[config.mk]
export PLATFORM = sky130hd
export DESIGN_NAME = module_corrector_flat
export DESIGN_NICKNAME = d
export VERILOG_FILES = /design/src/rtl/module_corrector_if.sv /design/src/rtl/module_corrector.sv /design/src/flat_wrapper.sv
export SDC_FILE = /design/constraint.sdc
export NUM_CORES = 1
export LEC_CHECK = 0
export ABC_AREA = 1
export BUFFER_PORTS_ARGS = -buffer_cell sky130_fd_sc_hd__buf_2
export CELL_PAD_IN_SITES_DETAIL_PLACEMENT = 0
export CELL_PAD_IN_SITES_GLOBAL_PLACEMENT = 1
export CORE_MARGIN = 2
export CORE_UTILIZATION = 40
export DETAILED_ROUTE_END_ITERATION = 12
export PLACE_DENSITY = 0.81
export SYNTH_ARGS = -nofsm -noshare
export SYNTH_HDL_FRONTEND = slang
export SYNTH_SLANG_ARGS = --single-unit
[constraint.sdc]
create_clock -name clk -period 3.73 [get_ports clk]
set_input_delay 0.1865 -clock clk [delete_from_list [all_inputs] [get_ports clk]]
set_output_delay 0.1865 -clock clk [all_outputs]
set_load 0.005 [all_outputs]
[src/rtl/module_corrector_if.sv]
// Stream bundle between the channel receiver, the SECDED corrector and the
// downstream decoder. The corrector sits on the slave side; whoever feeds
// received words and consumes corrected words uses the master side.
interface module_corrector_if;
    logic [7:0] datos_rx;
    logic       in_valid;
    logic       in_ready;
    logic [7:0] datos_corr;
    logic [2:0] sindrome;
    logic       err_simple;
    logic       err_doble;
    logic       out_valid;
    logic       out_ready;

    modport slave (
        input  datos_rx, in_valid, out_ready,
        output in_ready, datos_corr, sindrome, err_simple, err_doble, out_valid
    );

    modport master (
        output datos_rx, in_valid, out_ready,
        input  in_ready, datos_corr, sindrome, err_simple, err_doble, out_valid
    );
endinterface

[src/rtl/module_corrector.sv]
// SECDED corrector for Hamming(8,4) words (bit i = position i, bit 0 = global
// even parity). Two-register valid/ready pipeline: stage 1 holds the received
// word, stage 2 holds the classified/corrected result that drives the outputs.
// Saturating single/double error counters tick on the output handshake.
module module_corrector #(
    parameter int ANCHO_CNT = 8
) (
    input  logic                 clk,
    input  logic                 rst,
    module_corrector_if.slave    bus,
    input  logic                 limpiar_cnt,
    output logic [ANCHO_CNT-1:0] cnt_simple,
    output logic [ANCHO_CNT-1:0] cnt_doble
);
    localparam int STAGES = 2;

    typedef struct packed {
        logic [7:0] datos;
        logic [2:0] sindrome;
        logic       err_simple;
        logic       err_doble;
    } resp_t;

    // vld_pipe[0] = stage 1 occupied, vld_pipe[1] = stage 2 (output) occupied
    logic [STAGES-1:0] vld_pipe;
    logic [7:0]        s1_word;
    resp_t             s2_q, s2_d;
    logic [2:0]        sin;
    logic              gpar;
    logic              adv2, acc_in, hs_out;

    // Handshake: only registered state and out_ready feed in_ready/out_valid
    assign hs_out       = vld_pipe[1] & bus.out_ready;
    assign adv2         = vld_pipe[0] & (~vld_pipe[1] | bus.out_ready);
    assign bus.in_ready = ~vld_pipe[0] | adv2;
    assign acc_in       = bus.in_valid & bus.in_ready;

    assign bus.out_valid  = vld_pipe[1];
    assign bus.datos_corr = s2_q.datos;
    assign bus.sindrome   = s2_q.sindrome;
    assign bus.err_simple = s2_q.err_simple;
    assign bus.err_doble  = s2_q.err_doble;

    // Syndrome, global parity and correction of the stage-1 word
    always_comb begin
        sin[0] = ^{s1_word[1], s1_word[3], s1_word[5], s1_word[7]};
        sin[1] = ^{s1_word[2], s1_word[3], s1_word[6], s1_word[7]};
        sin[2] = ^{s1_word[4], s1_word[5], s1_word[6], s1_word[7]};
        gpar   = ^s1_word;

        s2_d.datos      = s1_word;
        s2_d.sindrome   = sin;
        s2_d.err_simple = gpar;
        s2_d.err_doble  = ~gpar & (|sin);
        // Odd parity means a single error; s=0 points at bit 0 itself
        if (gpar)
            s2_d.datos = s1_word ^ (8'b1 << sin);
    end

    // Occupancy of both stages
    always_ff @(posedge clk) begin
        if (rst) begin
            vld_pipe <= '0;
        end else begin
            if (adv2)
                vld_pipe[1] <= 1'b1;
            else if (hs_out)
                vld_pipe[1] <= 1'b0;

            if (acc_in)
                vld_pipe[0] <= 1'b1;
            else if (adv2)
                vld_pipe[0] <= 1'b0;
        end
    end

    // Stage data registers; stage 2 only loads when it is free or emptying
    always_ff @(posedge clk) begin
        if (rst) begin
            s1_word <= '0;
            s2_q    <= '0;
        end else begin
            if (acc_in)
                s1_word <= bus.datos_rx;
            if (adv2)
                s2_q <= s2_d;
        end
    end

    // Saturating error counters; clear wins over a same-cycle increment
    always_ff @(posedge clk) begin
        if (rst || limpiar_cnt) begin
            cnt_simple <= '0;
            cnt_doble  <= '0;
        end else if (hs_out) begin
            if (s2_q.err_simple && !(&cnt_simple))
                cnt_simple <= cnt_simple + ANCHO_CNT'(1);
            if (s2_q.err_doble && !(&cnt_doble))
                cnt_doble <= cnt_doble + ANCHO_CNT'(1);
        end
    end
endmodule

[src/flat_wrapper.sv]
// flat-port wrapper written by rule: the top's interface ports become plain ports
module module_corrector_flat 
#(
    parameter int ANCHO_CNT = 8
)
  (clk, rst, limpiar_cnt, cnt_simple, cnt_doble, bus_datos_rx, bus_in_valid, bus_out_ready, bus_in_ready, bus_datos_corr, bus_sindrome, bus_err_simple, bus_err_doble, bus_out_valid);
  module_corrector_if bus_i ();
  input  logic clk;
  input  logic rst;
  input  logic limpiar_cnt;
  output logic [ANCHO_CNT-1:0] cnt_simple;
  output logic [ANCHO_CNT-1:0] cnt_doble;
  input wire logic [$bits(bus_i.datos_rx)-1:0] bus_datos_rx;
  input wire logic [$bits(bus_i.in_valid)-1:0] bus_in_valid;
  input wire logic [$bits(bus_i.out_ready)-1:0] bus_out_ready;
  output wire logic [$bits(bus_i.in_ready)-1:0] bus_in_ready;
  output wire logic [$bits(bus_i.datos_corr)-1:0] bus_datos_corr;
  output wire logic [$bits(bus_i.sindrome)-1:0] bus_sindrome;
  output wire logic [$bits(bus_i.err_simple)-1:0] bus_err_simple;
  output wire logic [$bits(bus_i.err_doble)-1:0] bus_err_doble;
  output wire logic [$bits(bus_i.out_valid)-1:0] bus_out_valid;
  assign bus_i.datos_rx = bus_datos_rx;
  assign bus_i.in_valid = bus_in_valid;
  assign bus_i.out_ready = bus_out_ready;
  assign bus_in_ready = bus_i.in_ready;
  assign bus_datos_corr = bus_i.datos_corr;
  assign bus_sindrome = bus_i.sindrome;
  assign bus_err_simple = bus_i.err_simple;
  assign bus_err_doble = bus_i.err_doble;
  assign bus_out_valid = bus_i.out_valid;
  module_corrector #(.ANCHO_CNT(ANCHO_CNT)) u_core (.clk(clk), .rst(rst), .bus(bus_i), .limpiar_cnt(limpiar_cnt), .cnt_simple(cnt_simple), .cnt_doble(cnt_doble));
endmodule
==> Word level (Yosys, flattened, before mapping) <==
Cells that the tools add are included.
{ "word_totals": {"word_cells": 43, "inputBits": 13, "output_inout_bits": 31, "reg_bits": 39} }
{ "op_classes": {"shift": 1, "bitwise_logic": 10, "add_sub_neg": 2, "n_reduce_logical": 16, "n_mux": 5} }
{ "ops": {"columns": ["operator", "count"], "rows": [
  ["adder 8 x 1 -> 8 bit (second input constant)", 2],
  ["AND reduction 8 bit", 2],
  ["parity 4 bit", 3],
  ["2-to-1 mux 8 bit", 1],
  ["parity 8 bit", 1],
  ["left shift 1 x 3 -> 8 bit (first input constant)", 1],
  ["XOR 8 bit", 1],
  ["bitwise AND 1 bit", 4],
  ["2-to-1 mux 1 bit", 4],
  ["AND reduction 2 bit", 2],
  ["nonzero test 2 bit", 2],
  ["inverter 1 bit", 3],
  ["OR reduction 3 bit", 1],
  ["logical AND 1 bit", 2],
  ["logical NOT 1 bit", 2],
  ["OR 1 bit", 2],
  ["logical OR 1 bit", 1]
]} }

==> Longest topological paths before layout <==
{ "depth": {"word_depth": 6, "mapped_depth": 12, "ltp_nobuf": 12} }

==> Worst setup path before layout <==
No wires, ideal clock.
{ "synth_path": {"kind": "reg2reg", "from": "register u_core.cnt_doble[0]", "to": "register u_core.cnt_doble[6]", "slack_ps": 2220, "n_path_buf": 0, "period_less_slack_ps": 1510, "stages_incl_launch_ff": 10, "arrival_time_ps": 1392, "setup_ps": 119, "required_time_ps": 3611, "path_cell_list": "dfxtp_1 -> ha_1 -> nand3_1 -> nor2_1 -> inv_1 -> o21ai_4 -> inv_2 -> nand2_1 -> xor2_1 -> nor2_1"} }
{ "synth_between": {"elab_chain_len": 4, "word_cells_on_any_way": 5, "cone_classes": "add/sub (1); reduce/logical (4)"} }
{ "synth_rtl": {"columns": ["item", "line", "rtl"], "rows": [
  ["start, declared", "module_corrector.sv:13", "output logic [ANCHO_CNT-1:0] cnt_doble"],
  ["start signal, assigned", "module_corrector.sv:99", "cnt_doble <= cnt_doble + ANCHO_CNT'(1);"],
  ["parallel branches: the longest is 4 deep, another holds adder 8 x 1 -> 8 bit", null, null]
]} }
Several ways; the timed one is not identified.
A chain may end at the register's enable or synchronous reset.

==> Worst setup path in the final report <==
Same ends and word-level chain as after synthesis.

==> impl_results.md <==
* Cell taking the most area after synthesis: dfxtp_1
* FILL cells at 536
* Mapped Area at 2028 um2
* DRC Markers at 0
* Worst slew pin tran at 689.7 ps
* FP Rows at 25
* CP dominant cell by count: nor2_1
* HP Class: in -> reg
* Die X at 75.21 um
* Max Clock Skew at 5.506 ps
* Clock slew at reported path FFs at about 80 ps
* CTS tree: built
* Post-detail-place hpwl at 3369 um
* EDFF count, synth at 0
* Global-route wire length before repair at 7507 um
* LEAKAGE at 1.131 nW
* Num CTS Buffers at 5
* Initial antenna violation count at 0
* Post-cts hold buffer count at 0
* Synth Flop Type: dfxtp_1
* Final worst path period need at 1679 ps
* Clock sink count at 39
* RSZ-0062 raised after global routing: no
* Synth Instances at between 300 and 400
* Final Wtd Congestion at 0.7935
* Total Power at ~970 uW
* H-tree depth at 2
* Max-Cap Viols at 0
* Distinct cell type count after synthesis at 24
* Kind of critical path: reg -> reg
* Final setup fails at 0
* Peak VDD IR at 0.2446 mV
* Post-Syn Area per Cell at 6.606 um2
* Largest net degree at the start of global routing at 24
* Crit-path slowest cell: dfxtp_1
* Ant diodes at 0
* Crit path DAT at approximately 1900 ps
* Crit. End Element: flop
* Gr ovfl total at 0
* Final wirelength at 4573 um
* Part of the Yosys area used for sequential elements at 38.49%
* Multi-input gate area at 1075 um2
* Sequential cell area at 780.7 um2
* Worst Path Required at a little under 4000 ps
* Flops & latches, synth at 39
* NumNets Final at 366
* Post-route antenna net violation count at 0
* Max-slew violations at 0
* Max_slew headroom at 53.97%
* Worst skew pair latency at between 200 and 300 ps
* I/O pin cnt at 44
* Ys async rst share at 0%
* Sum of negative setup slack at 0 ps
* Status: completed
* Synth top area cells: dfxtp_1 (38%), nand2_1 (17%), a21oi_1 (6.7%), nor2_1 (6.1%), inv_1 (5.2%)
* Initial Util at 42.10%
* Vias post-DR at 1971
* Synthesized net count at 322
* Power Dens Cells at 402.9 nW/um2
* First-pass DRT Iterations at 5
* IO buf count at 43
* Critical Path, Cell by Cell: ha_1 > nand3_1 > nor2_1 > inv_1 > o21ai_4 > inv_2 > nand2_1 > xor2_1 > nor2_1
* Worst-path fanout max at 9
* Initial drt markers at 50
* Drt wl/cell at between 10 and 15 um
* CP startpoint kind: flop
* Synth-to-layout area growth at 18.82%
* Post-CTS setup buffers at 0
* Die height at 75.21 um
* Via density at 4.704
* Vias in the first global route at 1679
* Fin crit share at 45.01%
* Fin. Hold Viols at 0
* Crit path largest cell delay at 410 ps
* Post-cts resize count at 0
* Yosys warnings at 0
* Root buf cell: clkbuf_8
* All-Layer GR Usage at 17.19%
* Clock Tree Buf Depth at 2
* Slack of the worst reg-to-reg path at 2050 ps
* Max Fclk at around 0.6 GHz
* Top cell type's share of synthesized area at 38.49%
* Layout cells sized above 1 at 21.31%
* Die ar. at 5656 um2
* Core region area at 4817 um2
## synthesized netlist by cell type (all sizes together) (2+ instances only)
| cell | instances |
|---|---|
| a21oi | 29 |
| clkbuf | 5 |
| dfxtp | 39 |
| ha | 2 |
| inv | 37 |
| nand2 | 98 |
| nand3 | 22 |
| nand4 | 3 |
| nor2 | 37 |
| o211ai | 4 |
| o21ai | 19 |
| xnor2 | 5 |
| xor2 | 3 |
## metrics by stage
stage               worst slack, ps  utilization (%)  cell area (um2)  hold WS [ps]  cells
floorplan                      2220                -             2028         378.0    307
global placement               2132            47.69             2297         461.2    411
detailed placement             2067            47.69             2297         470.4    411
CTS                            2053            50.03             2410         152.7    419
global route                   1829            50.03             2410         163.4    419
finish                         2051            50.03             2410         155.5    419
## per-layer routing
metal | up-vias | GRT usage (%) | part of all wire, %
met5 | - | 0 | 0
met4 | 0 | 6.433 | 1.9
met3 | 11 | 3.481 | 5.0
met2 | 49 | 24.95 | 39
met1 | 847 | 25.08 | 54
li1 | 1064 | - | -
## layout by cell type (no fill, tap or decap)
master	count
nand2_1	93
nand3b_1	1
inv_1	28
a21oi_1	27
inv_2	9
o211ai_1	4
dfxtp_1	39
nand4_1	3
bufinv_16	1
clkbuf_8	5
nand3_2	2
nor2_4	1
xor2_1	3
a21oi_2	2
o21ai_0	18
nand2_2	5
clkinv_4	1
nand3_1	20
o21ai_4	1
buf_2	43
ha_1	2
xnor2_1	5
nor3_2	1
nor2_1	33
nor2_2	3
clkinv_1	1
clkinv_2	1
## cell families (layout without fill, tap and decap cells)
logic type | count (synthesis) | after routing | share of synthesized area (%)
AND/OR/NAND/NOR | 162 | 162 | 34.05
buffers and inverters | 44 | 89 | 8.513
adder cells (fa/ha/maj) | 2 | 2 | 1.234
flip-flops | 39 | 39 | 38.49
XOR/XNOR | 8 | 8 | 3.455
AO/OA/AOI/OAI | 52 | 52 | 14.25
## critical path: cells and delay by family, from the launching register on
family          cells  cell delay [ps]
simple gates        4              360
xor+xnor            1              160
buf+inv             2              200
flops               1              410
compound gates      1              200
fa+ha+maj           1              240
## final cells by class
type	instances	area share (%)
timing repair buffer	43	8.930
clock buffer	5	2.856
multi-input combinational	224	44.60
tap	67	3.479
sequential	39	32.40
inverter	38	5.919
clock inverter	3	1.817
## where the power goes
| part | switching, mW | internal, mW | leakage [nW] |
|---|---|---|---|
| clock | 0.163 | 0.199 | 0.0581 |
| sequential | 0.0136 | 0.435 | 0.319 |
| combinational | 0.106 | 0.0542 | 0.754 |
| total | 0.282 | 0.689 | 1.13 |
## registers in the layout, indices dropped and copies added (netlist names)
name,count
u_core.bus.datos_corr,8
u_core.bus.err_doble,1
u_core.bus.err_simple,1
u_core.bus.sindrome,3
u_core.cnt_doble,8
u_core.cnt_simple,8
u_core.s1_word,8
u_core.vld_pipe,2
## path summary, 6_finish.rpt
check,startpoint,depth (start not counted),end
max,u_core.cnt_doble[0],9,u_core.cnt_doble[6]
min,rst,2,u_core.vld_pipe[1]
max reg2reg,u_core.cnt_doble[0],9,u_core.cnt_doble[6]
min reg2reg,u_core.s1_word[4],2,u_core.s1_word[4]
(Power assumes the default switching activity.)
